$ cat config.mk
export PLATFORM = sky130hd
export DESIGN_NAME = fifo_pkt_arbiter
export DESIGN_NICKNAME = d
export VERILOG_FILES = /design/src/rtl/fifo_pkt_arb_pkg.sv /design/src/rtl/fifo_pkt_arbiter.sv
export SDC_FILE = /design/constraint.sdc
export NUM_CORES = 1
export LEC_CHECK = 0
export ABC_AREA = 1
export BUFFER_PORTS_ARGS = -buffer_cell sky130_fd_sc_hd__buf_4
export CORE_AREA = 2 2 51 53
export DETAILED_ROUTE_END_ITERATION = 12
export DIE_AREA = 0 0 53 55
export GPL_TIMING_DRIVEN = 1
export PLACE_DENSITY = 0.75
export SLEW_MARGIN = 20
export SYNTH_ARGS = -nofsm -noshare
export SYNTH_HDL_FRONTEND = slang
export SYNTH_SLANG_ARGS = --single-unit
$ cat constraint.sdc
create_clock -name Clk -period 1.6 [get_ports Clk]
set_clock_uncertainty 0.05 [all_clocks]
set_input_delay 0.08 -clock Clk [delete_from_list [all_inputs] [get_ports Clk]]
set_output_delay 0.08 -clock Clk [all_outputs]
set_load 0.02 [all_outputs]
$ cat src/rtl/fifo_pkt_arb_pkg.sv
// ---------------------------------------------------------------------------
// fifo_pkt_arb_pkg
// Shared definitions for the two-requester packet arbiter that feeds a
// block-RAM FIFO.
//   state_t     : arbiter state encoding (IDLE=0, OWN0=1, OWN1=2)
//   GRANT_*     : one-hot Grant values presented to the parent
//   grantOf()   : state -> Grant decode
// ---------------------------------------------------------------------------
package fifo_pkt_arb_pkg;

    typedef enum logic [1:0] {
        IDLE = 2'd0,
        OWN0 = 2'd1,
        OWN1 = 2'd2
    } state_t;

    localparam logic [1:0] GRANT_IDLE = 2'b00;
    localparam logic [1:0] GRANT_REQ0 = 2'b01;
    localparam logic [1:0] GRANT_REQ1 = 2'b10;

    // Grant is a pure decode of the state register, so it changes exactly
    // one cycle after the arbitration decision.
    function automatic logic [1:0] grantOf(input state_t s);
        case (s)
            OWN0:    grantOf = GRANT_REQ0;
            OWN1:    grantOf = GRANT_REQ1;
            default: grantOf = GRANT_IDLE;
        endcase
    endfunction

endpackage

$ cat src/rtl/fifo_pkt_arbiter.sv
// ---------------------------------------------------------------------------
// fifo_pkt_arbiter
// Round-robin, packet-atomic arbiter between two word streams writing into a
// single block-RAM FIFO. Once a requester owns the FIFO it keeps it until its
// end-of-packet word (data MSB) is accepted; the other requester gets the
// next packet after one idle bubble.
//
// Parameters
//   Width      FIFO word width, bit Width-1 is the EOP flag
//   StatWidth  width of the completed-packet counters
// Ports
//   Clk, Reset                 clock, synchronous active-high reset
//   Req0Valid/Data/Ready       requester 0 valid/ready word stream
//   Req1Valid/Data/Ready       requester 1 valid/ready word stream
//   FifoWrite, FifoDin         FIFO write strobe and data
//   FifoFull, FifoProgFull     FIFO full / programmable-full flags
//   Grant                      one-hot current owner, 00 when idle
//   PktCount0, PktCount1       completed-packet counters per requester
//
// Build option
//   FIFO_PKT_ARB_STATS_EN  when defined, PktCount0/1 count accepted EOP words
//                          (wrapping); otherwise they are tied to zero.
// ---------------------------------------------------------------------------
module fifo_pkt_arbiter
    import fifo_pkt_arb_pkg::*;
#(
    parameter int Width     = 9,
    parameter int StatWidth = 16
) (
    input  logic                 Clk,
    input  logic                 Reset,
    input  logic                 Req0Valid,
    input  logic [Width-1:0]     Req0Data,
    output logic                 Req0Ready,
    input  logic                 Req1Valid,
    input  logic [Width-1:0]     Req1Data,
    output logic                 Req1Ready,
    output logic                 FifoWrite,
    output logic [Width-1:0]     FifoDin,
    input  logic                 FifoFull,
    input  logic                 FifoProgFull,
    output logic [1:0]           Grant,
    output logic [StatWidth-1:0] PktCount0,
    output logic [StatWidth-1:0] PktCount1
);

    state_t state_q;
    logic   rrPtr_q;
    logic   accept0;
    logic   accept1;
    logic   eop0;
    logic   eop1;

    // Ready depends only on ownership and FifoFull, so a full FIFO can never
    // see a write strobe. ProgFull is deliberately absent here: it only gates
    // the start of a new packet.
    always_comb begin
        Req0Ready = (state_q == OWN0) && !FifoFull;
        Req1Ready = (state_q == OWN1) && !FifoFull;
        accept0   = Req0Valid && Req0Ready;
        accept1   = Req1Valid && Req1Ready;
        eop0      = Req0Data[Width-1];
        eop1      = Req1Data[Width-1];
        FifoWrite = accept0 || accept1;
        case (state_q)
            OWN0:    FifoDin = Req0Data;
            OWN1:    FifoDin = Req1Data;
            default: FifoDin = '0;
        endcase
        Grant = grantOf(state_q);
    end

    // Arbitration FSM. The pointer names the requester favoured when both are
    // valid in IDLE; it flips to the other side whenever a packet finishes.
    // A word accepted in a reset cycle still reaches the FIFO through the
    // combinational path above, but reset wins over any state change.
    always_ff @(posedge Clk) begin
        if (Reset) begin
            state_q <= IDLE;
            rrPtr_q <= 1'b0;
        end else begin
            case (state_q)
                IDLE: begin
                    if (!FifoProgFull) begin
                        if (Req0Valid && Req1Valid) begin
                            state_q <= rrPtr_q ? OWN1 : OWN0;
                        end else if (Req0Valid) begin
                            state_q <= OWN0;
                        end else if (Req1Valid) begin
                            state_q <= OWN1;
                        end
                    end
                end
                OWN0: begin
                    if (accept0 && eop0) begin
                        state_q <= IDLE;
                        rrPtr_q <= 1'b1;
                    end
                end
                OWN1: begin
                    if (accept1 && eop1) begin
                        state_q <= IDLE;
                        rrPtr_q <= 1'b0;
                    end
                end
                default: begin
                    state_q <= IDLE;
                end
            endcase
        end
    end

`ifdef FIFO_PKT_ARB_STATS_EN
    logic [StatWidth-1:0] pktCount0_q;
    logic [StatWidth-1:0] pktCount1_q;

    // Counters advance on the accepted EOP word and wrap naturally.
    always_ff @(posedge Clk) begin
        if (Reset) begin
            pktCount0_q <= '0;
            pktCount1_q <= '0;
        end else begin
            if (accept0 && eop0) begin
                pktCount0_q <= pktCount0_q + StatWidth'(1);
            end
            if (accept1 && eop1) begin
                pktCount1_q <= pktCount1_q + StatWidth'(1);
            end
        end
    end

    assign PktCount0 = pktCount0_q;
    assign PktCount1 = pktCount1_q;
`else
    assign PktCount0 = '0;
    assign PktCount1 = '0;
`endif

endmodule

== Yosys cells after proc, flatten, opt, wreduce, memory -nomap -nowiden ==
Cells that the tools add are included.
W data, S select, Z words.
Cells by class
  equal/unequal tests: 6
  muxes and demuxes: 13
  reduce and logical (&&, ||, !) cells: 13
Operator list (count)
  $pmux W9 S2: 1
  $mux W2: 7
  $logic_and A1 B1 Y1: 7
  $pmux W2 S3: 1
  $ne A2 B1 Y1 const B: 2
  $ne A4 B4 Y1 const B: 1
  $pmux W2 S2: 1
  $reduce_and A4 Y1: 1
  $reduce_and A3 Y1: 1
  $eq A2 B1 Y1 const B: 1
  $eq A2 B2 Y1 const B: 1
  $logic_not A2 Y1: 1
  $mux W1: 2
  $ne A2 B2 Y1 const B: 1
  $pmux W1 S2: 1
  $reduce_bool A2 Y1: 1
  $logic_not A1 Y1: 1
  $logic_or A1 B1 Y1: 1
Word-level totals
  flip-flop bits (word level): 3
  input bits: 24
  output and inout port bits: 46
  word-level logic and storage cells: 34

== Depth between registers and ports, before layout ==
Gate-level depths: netlist (run 1).
  depth in word-level cells: 6
  depth in mapped cells: 8
  mapped depth without buffers: 8

== Worst setup path before layout (run 1) ==
No wires, ideal clock.
  kind: register -> output
  from: reg state_q[0]
  to: out FifoWrite
  arrival: 1.307 ns
  required time: 1.470 ns
  slack: 0.163 ns
  stages on the path, launching flop included: 6
  path buffers: 0
  cells stage by stage: dfxtp_1 inv_1 ha_1 inv_1 nor2_1 a22o_1
On the way
  cells in the longest elaborated chain, start to end: 4
  elaborated cells on any way between the ends: 7
  classes of those cells: 2 x eq/ne; 5 x reduce/logical
RTL lines
  start: declaration: line fifo_pkt_arbiter.sv:47  | state_t state_q;
  start signal: assignment: line fifo_pkt_arbiter.sv:86  | state_q <= rrPtr_q ? OWN1 : OWN0;
  $eq A2 B2 Y1: line fifo_pkt_arbiter.sv:59  | Req1Ready = (state_q == OWN1) && !FifoFull;
  $logic_and A1 B1 Y1: line fifo_pkt_arbiter.sv:59
  net Req1Ready: line fifo_pkt_arbiter.sv:37  | output logic Req1Ready,
  $logic_and A1 B1 Y1: line fifo_pkt_arbiter.sv:61  | accept1 = Req1Valid && Req1Ready;
  $logic_or A1 B1 Y1: line fifo_pkt_arbiter.sv:64  | FifoWrite = accept0 || accept1;
  end: declaration: line fifo_pkt_arbiter.sv:38  | output logic FifoWrite,
The timed path passes the listed nets, and every way through them passes these cells.

== Final worst setup path (run 1) ==
  from: reg state_q[0]
  to: out FifoDin[1]
On the way
  cells in the longest elaborated chain, start to end: 2
  elaborated cells on any way between the ends: 3
  classes of those cells: 2 x eq/ne; 1 x mux
RTL lines
  $eq A2 B2 Y1 / $eq A2 B1 Y1 (equally long branches): line fifo_pkt_arbiter.sv:65  | case (state_q)
  $pmux W9 S2 (*): line fifo_pkt_arbiter.sv:65
  end: declaration: line fifo_pkt_arbiter.sv:39  | output logic [Width-1:0] FifoDin,
Every way passes the cells marked *; elsewhere a longest branch is shown, timed or not.

==> results of run 1 <==
report_power, final:
group	switching, µW	leakage [µW]	internal (µW)
clock network	37.7	0.0000150	93.4
logic	587	0.000457	368
registers	39.3	0.0000254	110
stage by stage:
step,utilization (%),hold WS [ps],instances,total power [µW]
floorplan,-,197,137,794
global placement,36.2,303,172,1020
detailed placement,36.2,306,172,1020
CTS,38.1,58.6,176,1200
global route,38.9,77.3,176,1360
finish,38.9,57.8,176,1230
kinds of logic after synthesis:
kind of cell	after synthesis
adder cells (fa/ha/maj)	5
AO/OA/AOI/OAI	12
flip-flops	3
AND/OR/NAND/NOR	41
other	1
buffers and inverters	44
worst paths after layout:
check / start / endpoint
worst max-delay path: state_q[0]$_SDFFE_PP0P_ / FifoDin[1]
worst min-delay path: Reset / state_q[1]$_SDFFE_PP0P_
worst max register to register: state_q[0]$_SDFFE_PP0P_ / state_q[0]$_SDFFE_PP0P_
worst min register to register: rrPtr_q$_SDFFE_PP0P_ / rrPtr_q$_SDFFE_PP0P_
layer usage:
metal / track usage [%] / vias up
li1: - / 349
met1: 11.6 / 284
met2: 19.2 / 31
met3: 3.49 / 0
met4: 3.42 / 0
met5: 0 / -
layout by cell type (no fill, tap or decap), types with 2 or more instances in the layout:
| cell type | netlist | final |
|---|---|---|
| inv_1 | 9 | 7 |
| inv_4 | 0 | 2 |
| clkbuf_4 | 0 | 3 |
| buf_4 | 32 | 39 |
| nand4_1 | 4 | 4 |
| nand3_1 | 3 | 3 |
| a21oi_1 | 10 | 9 |
| dfxtp_2 | 0 | 2 |
| nand2_1 | 26 | 26 |
| ha_1 | 5 | 3 |
| conb_1 | 1 | 32 |
| nor2_1 | 5 | 5 |
| nand2_2 | 2 | 2 |
| ha_4 | 0 | 2 |
state kept, by name, indices dropped and copies added (netlist names):
name,cells
rrPtr_q,1
state_q,2
worst max-delay path, stage by stage, from the launching register on:
cell and delay, ps:
dfxtp_2 380, inv_4 60, ha_1 320, inv_4 70
a21oi_1 130, buf_4 160
synth_stat cells (all sizes together):
cell type | number | area (µm²)
clkinv | 1 | 3.75
a22o | 1 | 8.76
inv | 9 | 33.8
nand3 | 4 | 25.0
o21ai | 1 | 8.76
nand4 | 4 | 25.0
dfxtp | 3 | 60.1
nand2 | 28 | 110
nor2 | 5 | 18.8
ha | 5 | 62.6
buf | 34 | 250
conb | 1 | 3.75
a21oi | 10 | 50.1
layout make-up:
class	count	area, µm²
Clock buffer	4	26.3
Multi-Input combinational cell	90	458
Timing Repair Buffer	39	293
Inverter	10	42.5
Sequential cell	3	62.6
Tap cell	30	37.5
Fill cell	267	1450
==> results_dict.tcl, run 1 <==
set metrics [dict create \
    outcome "complete, no violations" \
    ant_nets 0 \
    place_congestion 0.807 \
    post_drt_wl_per_cell_um 8.63 \
    cts.clk_slew.worst_paths_ps 40 \
    numClockSinks 3 \
    cp_data_required_time_ps 1470 \
    path_class "reg -> out" \
    crit_fanout 9 \
    yosys_warnings 0 \
    fp.dieW_um 53 \
    insertion_delay_ps 230 \
    critPathCaptureType "output port" \
    route.layer.met1.wl_um 601 \
    post_cts_buffers 0 \
    start_util_pct 27.9 \
    ys_types 16 \
    peakVddDrop_mv 0.589 \
    syn_inst 106 \
    hold_depth 4 \
    port-buffer-count 37 \
    fin_area_um2 920 \
    fp.dieH_um 55 \
    hp-class "in -> reg" \
    rr_worst_depth 8 \
    post_synth_mux_area_share_pct 0 \
    drt_first_iter_violations 9 \
    dpl_cell_area_um2 857 \
    cts_buffer_depth 2 \
    maxCapViolations 0 \
    rsz0062_at_grt "no" \
    synthAdderAreaFrac_pct 9.47 \
    cts_buffers 3 \
    fin_setup_tns_ps 0 \
    cp-start-kind "register" \
    track_usage_pct 10.5 \
    insertedDiodeCount 0 \
    drv_slew 0 \
    hpwl_mm 1.32 \
    core_um2 2360 \
    grt_pass1_wl_mm 2.26 \
    drc 0 \
    setup_ws_ps 106 \
    route.met3.wl_um 126 \
    nets 176 \
    antenna_found_initial 0 \
    die-area_um2 2920 \
    cts-root-buf "clkbuf_4" \
    leakagePower_uw 0.000497 \
    seq_area_frac_synth_pct 9.09 \
    synth_top_family_by_area "buffers and inverters" \
    first_pass_iters 4 \
    ff2ff_setup_slack_ps 380 \
    cts_hold_buf 0 \
    setup_viol 0 \
    top_layer_used "met3" \
    wl_met2_um 792 \
    fin_crit_ps 1490 \
    finalHoldViolCount 0 \
    grt_pass1_vias 567 \
    fin_crit_sh_pct 93.4 \
    synth.avg_cell_area_um2 6.23 \
    dp_slack_ps 159 \
    synthXorXnorAreaFrac_pct 0 \
    cts_tree "done" \
    ys_ff_latch 3 \
    design.portCount 70 \
    arrival_ps 1360 \
    grt_max_degree 10 \
    htreeDepth 1 \
    wl_mm 1.52 \
    vias 664 \
    vias_per_cell 3.77 \
    synthSimpleGateAreaFrac_pct 27.1 \
    fmax_mhz 669 \
    synth_compound_area_share_pct 10.2 \
    overflow 0 \
    power-per-cell-area_nw_per_um2 1340 \
    drive_gt1_share_pct 37.0 \
    row_count 18 \
    postCtsResizedCells 5 \
    synth_area_um2 661 \
    syn_to_final_growth_pct 39.2 \
]
Power figures use the tool's default switching activity.
==> run 2, diff against run 1 <==
--- a/config.mk
+++ b/config.mk
@@ -5,13 +5,13 @@
 export SDC_FILE = /design/constraint.sdc
 export NUM_CORES = 1
 export LEC_CHECK = 0
-export ABC_AREA = 1
 export BUFFER_PORTS_ARGS = -buffer_cell sky130_fd_sc_hd__buf_4
-export CORE_AREA = 2 2 51 53
+export CAP_MARGIN = 20
+export CORE_AREA = 2 2 52 54
 export DETAILED_ROUTE_END_ITERATION = 12
-export DIE_AREA = 0 0 53 55
+export DIE_AREA = 0 0 54 56
 export GPL_TIMING_DRIVEN = 1
-export PLACE_DENSITY = 0.75
+export PLACE_DENSITY = 0.74
 export SLEW_MARGIN = 20
 export SYNTH_ARGS = -nofsm -noshare
 export SYNTH_HDL_FRONTEND = slang
==> results_dict.tcl, run 2 <==
set metrics [dict create \
    drc 0 \
    wl_mm 1.72 \
    cts_tree "done" \
    whs_ps 147 \
    fin_crit_ps 1540 \
    grt_pass1_wl_mm 2.73 \
    cts_buffer_depth 2 \
    yosysTopAreaCell "buf_4" \
    largest_reg_flops 2 \
    insertion_delay_ps 240 \
    synth.area.top_cells "buf_4, a22oi_1, ha_1" \
    vias_per_cell 4.28 \
    fin_crit_sh_pct 96.2 \
    setup_viol 0 \
    grtUsageMet2_pct 18.6 \
    drive_gt1_share_pct 43.0 \
    critPathCaptureType "output port" \
    rr_worst_depth 5 \
    finalHoldViolCount 0 \
    htreeDepth 1 \
    drv_slew 0 \
    ys_ff_latch 3 \
    met1_usage_pct 15.0 \
    yosys-top-cells-count "buf_4, a22oi_1, nor2b_1" \
    setup_ws_ps 61.4 \
    arrival_ps 1410 \
    post_drt_wl_per_cell_um 10.9 \
    port-buffer-count 37 \
    ys_types 26 \
    hpwl_mm 1.36 \
    ant_nets 0 \
    numClockSinks 3 \
    final_common_cell "buf_4" \
    core_um2 2430 \
    cts-root-buf "clkbuf_4" \
    cts_buffers 3 \
    cp-start-kind "register" \
    place_congestion 0.702 \
    yosys_warnings 0 \
    yosysMostFrequentCell "buf_4" \
    track_usage_pct 12.1 \
    syn_inst 87 \
    cpMaxStageDelayCell "dfxtp_4" \
    die-area_um2 3020 \
    mostFrequentLayoutCells "buf_4, conb_1, nor2b_1" \
    busiest_layer "met2" \
    top_regs "state_q x2, rrPtr_q x1" \
    netlist.area_leader.share_pct 35.2 \
    synth-edff-count 0 \
    overflow 0 \
    vias 677 \
    outcome "complete, no violations" \
    synthArstFlopShare_pct 0 \
    antenna_found_initial 0 \
    seq_area_frac_synth_pct 8.81 \
    first_pass_iters 6 \
    critPathMaxStageDelay_ps 360 \
    crit_fanout 8 \
    hp-class "in -> reg" \
    dpl_cell_area_um2 871 \
    fin_area_um2 980 \
    cp_data_required_time_ps 1470 \
    cts.clk_slew.worst_paths_ps 40 \
    power-per-cell-area_nw_per_um2 521 \
    insertedDiodeCount 0 \
    synth_area_um2 682 \
    grt_max_degree 16 \
    ys_dominant_reg_cell "dfxtp_1" \
    fmax_mhz 650 \
    fp.dieW_um 54 \
    fp.dieH_um 56 \
    peakVddDrop_mv 0.243 \
    critPathMostFrequentCell "buf_4" \
    drt_first_iter_violations 32 \
    dp_slack_ps -28.7 \
    hold_depth 4 \
    regMostFlops "state_q" \
    cp_cell_sequence "inv_2 > ha_4 > buf_4 > a22oi_1 > nor2b_1 > buf_4" \
    leakagePower_uw 0.000467 \
    grt_util_met3_pct 2.96 \
    nets 158 \
    path_class "reg -> out" \
    synth.avg_cell_area_um2 7.84 \
    maxCapViolations 0 \
    grt_pass1_vias 596 \
    syn_to_final_growth_pct 43.7 \
    design.portCount 70 \
    rsz0062_at_grt "yes" \
    ff2ff_setup_slack_ps 130 \
    start_util_pct 28.0 \
    row_count 18 \
]
run 2: cell types whose count changed after synthesis, sizes merged, moves of 4 or more:
cell and delta:
nor2b +9, a21oi -9, nor2 -4, a22oi +10
nand3 -4, nand2 -27, inv -6, nand4 -4
run 2: layer usage:
| layer | up-vias | wire length [µm] | part of all wire, % |
|---|---|---|---|
| li1 | 318 | - | - |
| met1 | 304 | 637 | 37 |
| met2 | 50 | 875 | 51 |
| met3 | 5 | 162 | 9.4 |
| met4 | 0 | 45 | 2.6 |
| met5 | - | 0 | 0 |
run 2: per-stage QoR:
step	std cells	total power [µW]	TNS, ps	util [%]
global route	158	552	-15.7	40.3
detailed placement	152	335	-36.4	35.8
global placement	152	331	0	35.8
CTS	157	499	0	38.9
floorplan	118	309	0	-
finish	158	511	0	40.3
run 2: layout make-up:
type	count	area [µm²]
clock buffer	4	26.3
timing repair buffer	40	315
sequential	3	65.1
multi-input combinational	78	524
inverter	3	11.3
tap	30	37.5
fill	245	1450
run 2: worst max-delay path, delay by kind of cell, from the launching register on:
| kind | cells | cell delay (ps) |
|---|---|---|
| flops | 1 | 360 |
| fa+ha+maj | 1 | 170 |
| compound gates | 1 | 170 |
| buf+inv | 3 | 390 |
| simple gates | 1 | 70 |
run 2: kinds of logic (layout without fill, tap and decap cells):
| family | after synthesis | in the layout | synth area share [%] |
|---|---|---|---|
| AO/OA/AOI/OAI | 19 | 19 | 21.1 |
| adder cells (fa/ha/maj) | 5 | 5 | 9.17 |
| buffers and inverters | 37 | 47 | 38.3 |
| flip-flops | 3 | 3 | 8.81 |
| other | 1 | 32 | 0.550 |
| AND/OR/NAND/NOR | 22 | 22 | 22.0 |
run 2: worst paths after layout:
check / startpoint / endpoint
worst max register to register: state_q[1]$_SDFFE_PP0P_ / state_q[0]$_SDFFE_PP0P_
worst max-delay path: state_q[1]$_SDFFE_PP0P_ / FifoDin[7]
worst min register to register: rrPtr_q$_SDFFE_PP0P_ / rrPtr_q$_SDFFE_PP0P_
worst min-delay path: Req1Data[8] / rrPtr_q$_SDFFE_PP0P_
run 2: timing repair:
item,4_1_cts,5_1_grt
hold buffers,1,0
resized for setup,9,4
hold endpoints to repair,1,0
pin swaps,0,0
buffers inserted,0,1
setup endpoints to repair,13,12
run 2: power by group:
group	switching [µW]	internal [µW]
clock network	47.2	94.0
registers	6.86	79.8
logic	161	122
total	215	296
==> run 3, diff against run 2 <==
--- a/config.mk
+++ b/config.mk
@@ -5,13 +5,15 @@
 export SDC_FILE = /design/constraint.sdc
 export NUM_CORES = 1
 export LEC_CHECK = 0
+export ABC_AREA = 1
 export BUFFER_PORTS_ARGS = -buffer_cell sky130_fd_sc_hd__buf_4
 export CAP_MARGIN = 20
-export CORE_AREA = 2 2 52 54
+export CORE_AREA = 2 2 51 53
+export CTS_BUF_LIST = sky130_fd_sc_hd__clkbuf_16
 export DETAILED_ROUTE_END_ITERATION = 12
-export DIE_AREA = 0 0 54 56
+export DIE_AREA = 0 0 53 55
 export GPL_TIMING_DRIVEN = 1
-export PLACE_DENSITY = 0.74
+export PLACE_DENSITY = 0.75
 export SLEW_MARGIN = 20
 export SYNTH_ARGS = -nofsm -noshare
 export SYNTH_HDL_FRONTEND = slang
==> constraint.sdc (replaced) <==
create_clock -name Clk -period 1.6 [get_ports Clk]
set_clock_uncertainty 0.05 [all_clocks]
set_input_delay 0.08 -clock Clk [delete_from_list [all_inputs] [get_ports Clk]]
set_output_delay 0.08 -clock Clk [all_outputs]
set_load 0.1 [all_outputs]
==> results_dict.tcl, run 3 (synthesis results as in run 1) <==
set metrics [dict create \
    cp_data_required_time_ps 1470 \
    row_count 18 \
    hp-class "in -> reg" \
    peakVddDrop_mv 1.31 \
    drv_slew 0 \
    hold_depth 4 \
    start_util_pct 27.9 \
    syn_to_final_growth_pct 94.9 \
    ff_latch_area_um2 67.6 \
    drt_first_iter_violations 4 \
    grt_pass1_wl_mm 2.78 \
    crit_fanout 7 \
    path_class "reg -> out" \
    regMostFlops "state_q" \
    post_drt_wl_per_cell_um 10.7 \
    pwr-share-seq_pct 5.5 \
    grt_pass1_vias 651 \
    mostFrequentLayoutCells "conb_1, buf_4, nand2_1" \
    vias_per_cell 4.15 \
    power_frac_comb_pct 81.2 \
    insertion_delay_ps 220 \
    design.portCount 70 \
    net-switching-power_uw 1780 \
    core_um2 2360 \
    fp.dieW_um 53 \
    place_congestion 0.734 \
    drc 0 \
    hpwl_mm 1.34 \
    overflow 0 \
    track_usage_pct 13.1 \
    setup_viol 0 \
    nets 180 \
    critPathCaptureType "output port" \
    internal-power_uw 1150 \
    ant_nets 0 \
    cp-start-kind "register" \
    fin_crit_sh_pct 97.6 \
    antenna_found_initial 0 \
    cts.clk_slew.worst_paths_ps 30 \
    largest_reg_flops 2 \
    vias 747 \
    cts_buffers 3 \
    fin_setup_tns_ps 0 \
    clock_power_share_pct 13.3 \
    fin_crit_ps 1560 \
    whs_ps 71.9 \
    htreeDepth 1 \
    multi_input_area_um2 592 \
    fmax_mhz 641 \
    outcome "complete, no violations" \
    nFillCells 202 \
    swShare_pct 60.8 \
    arrival_ps 1430 \
    finalHoldViolCount 0 \
    die-area_um2 2920 \
    drive_gt1_share_pct 48.0 \
    cts-root-buf "clkbuf_16" \
    grt_max_degree 14 \
    finalPower_uw 2940 \
    port-buffer-count 37 \
    cts_tree "done" \
    final_common_cell "conb_1" \
    leakagePower_uw 0.000588 \
    maxCapViolations 0 \
    insertedDiodeCount 0 \
    top_regs "state_q x2, rrPtr_q x1" \
    first_pass_iters 4 \
    numClockSinks 3 \
    rr_worst_depth 9 \
    cts_buffer_depth 2 \
    cts_hold_buf 0 \
    fp.dieH_um 55 \
    power-per-cell-area_nw_per_um2 2280 \
    wl_mm 1.93 \
]
[run 3: metal layers]
layer / vias to the layer above / part of all wire [%] / GRT usage, % / wire [µm]
met2: 48 / 53 / 25.6 / 1030
met4: 0 / 0.98 / 6.41 / 19
met5: - / 0 / 0 / 0
met3: 2 / 13 / 4.30 / 245
met1: 340 / 33 / 12.2 / 642
li1: 357 / - / - / -
[run 3: path summary, 6_finish.rpt]
| kind | start | to | slack (ps) |
|---|---|---|---|
| min reg2reg | rrPtr_q$_SDFFE_PP0P_ | rrPtr_q$_SDFFE_PP0P_ | 390 |
| max reg2reg | state_q[0]$_SDFFE_PP0P_ | state_q[1]$_SDFFE_PP0P_ | 210 |
| min | Reset | state_q[0]$_SDFFE_PP0P_ | 70 |
| max | state_q[1]$_SDFFE_PP0P_ | FifoWrite | 40 |
[run 3: final cells by class]
| class | instances | share of cell area (%) |
|---|---|---|
| well taps | 30 | 2.92 |
| multi-input cells | 90 | 46.0 |
| repair inverters | 1 | 0.680 |
| clock inverters | 1 | 0.292 |
| repair buffers | 42 | 35.4 |
| flip-flops and latches | 3 | 5.25 |
| inverters | 10 | 3.69 |
| clock buffers | 3 | 5.83 |
[run 3: power by group through the flow]
stage,Combinational (µW),Clock [µW],Sequential (µW)
floorplan,1770,0,141
global placement,1970,0,144
detailed placement,1980,0,148
CTS,2250,395,147
global route,2500,411,169
finish,2380,390,162
[run 3: through the flow]
step           instances  utilization, %  setup slack [ps]  cell area (µm²)
2_1_floorplan        137               -             -59.2              935
3_3_place_gp         170            42.3               115             1000
3_5_place_dp         170            42.3              75.4             1000
4_1_cts              175            51.4              5.95             1210
5_1_grt              180            54.4             -1.22             1290
6_report             180            54.4              39.0             1290
[run 3: critical path: stages (launching register included)]
cell and delay (ps):
dfxtp_4 370, inv_4 60, ha_4 170, buf_12 130
inv_2 60, nor2_4 40, a22o_4 220, buf_12 160
[run 3: what timing repair did]
item | 4_1_cts | 5_1_grt
cloned | 1 | 0
endpoints found under the setup margin | 10 | 12
resized for setup | 31 | 12
buffers inserted | 0 | 5
pin swaps | 0 | 1
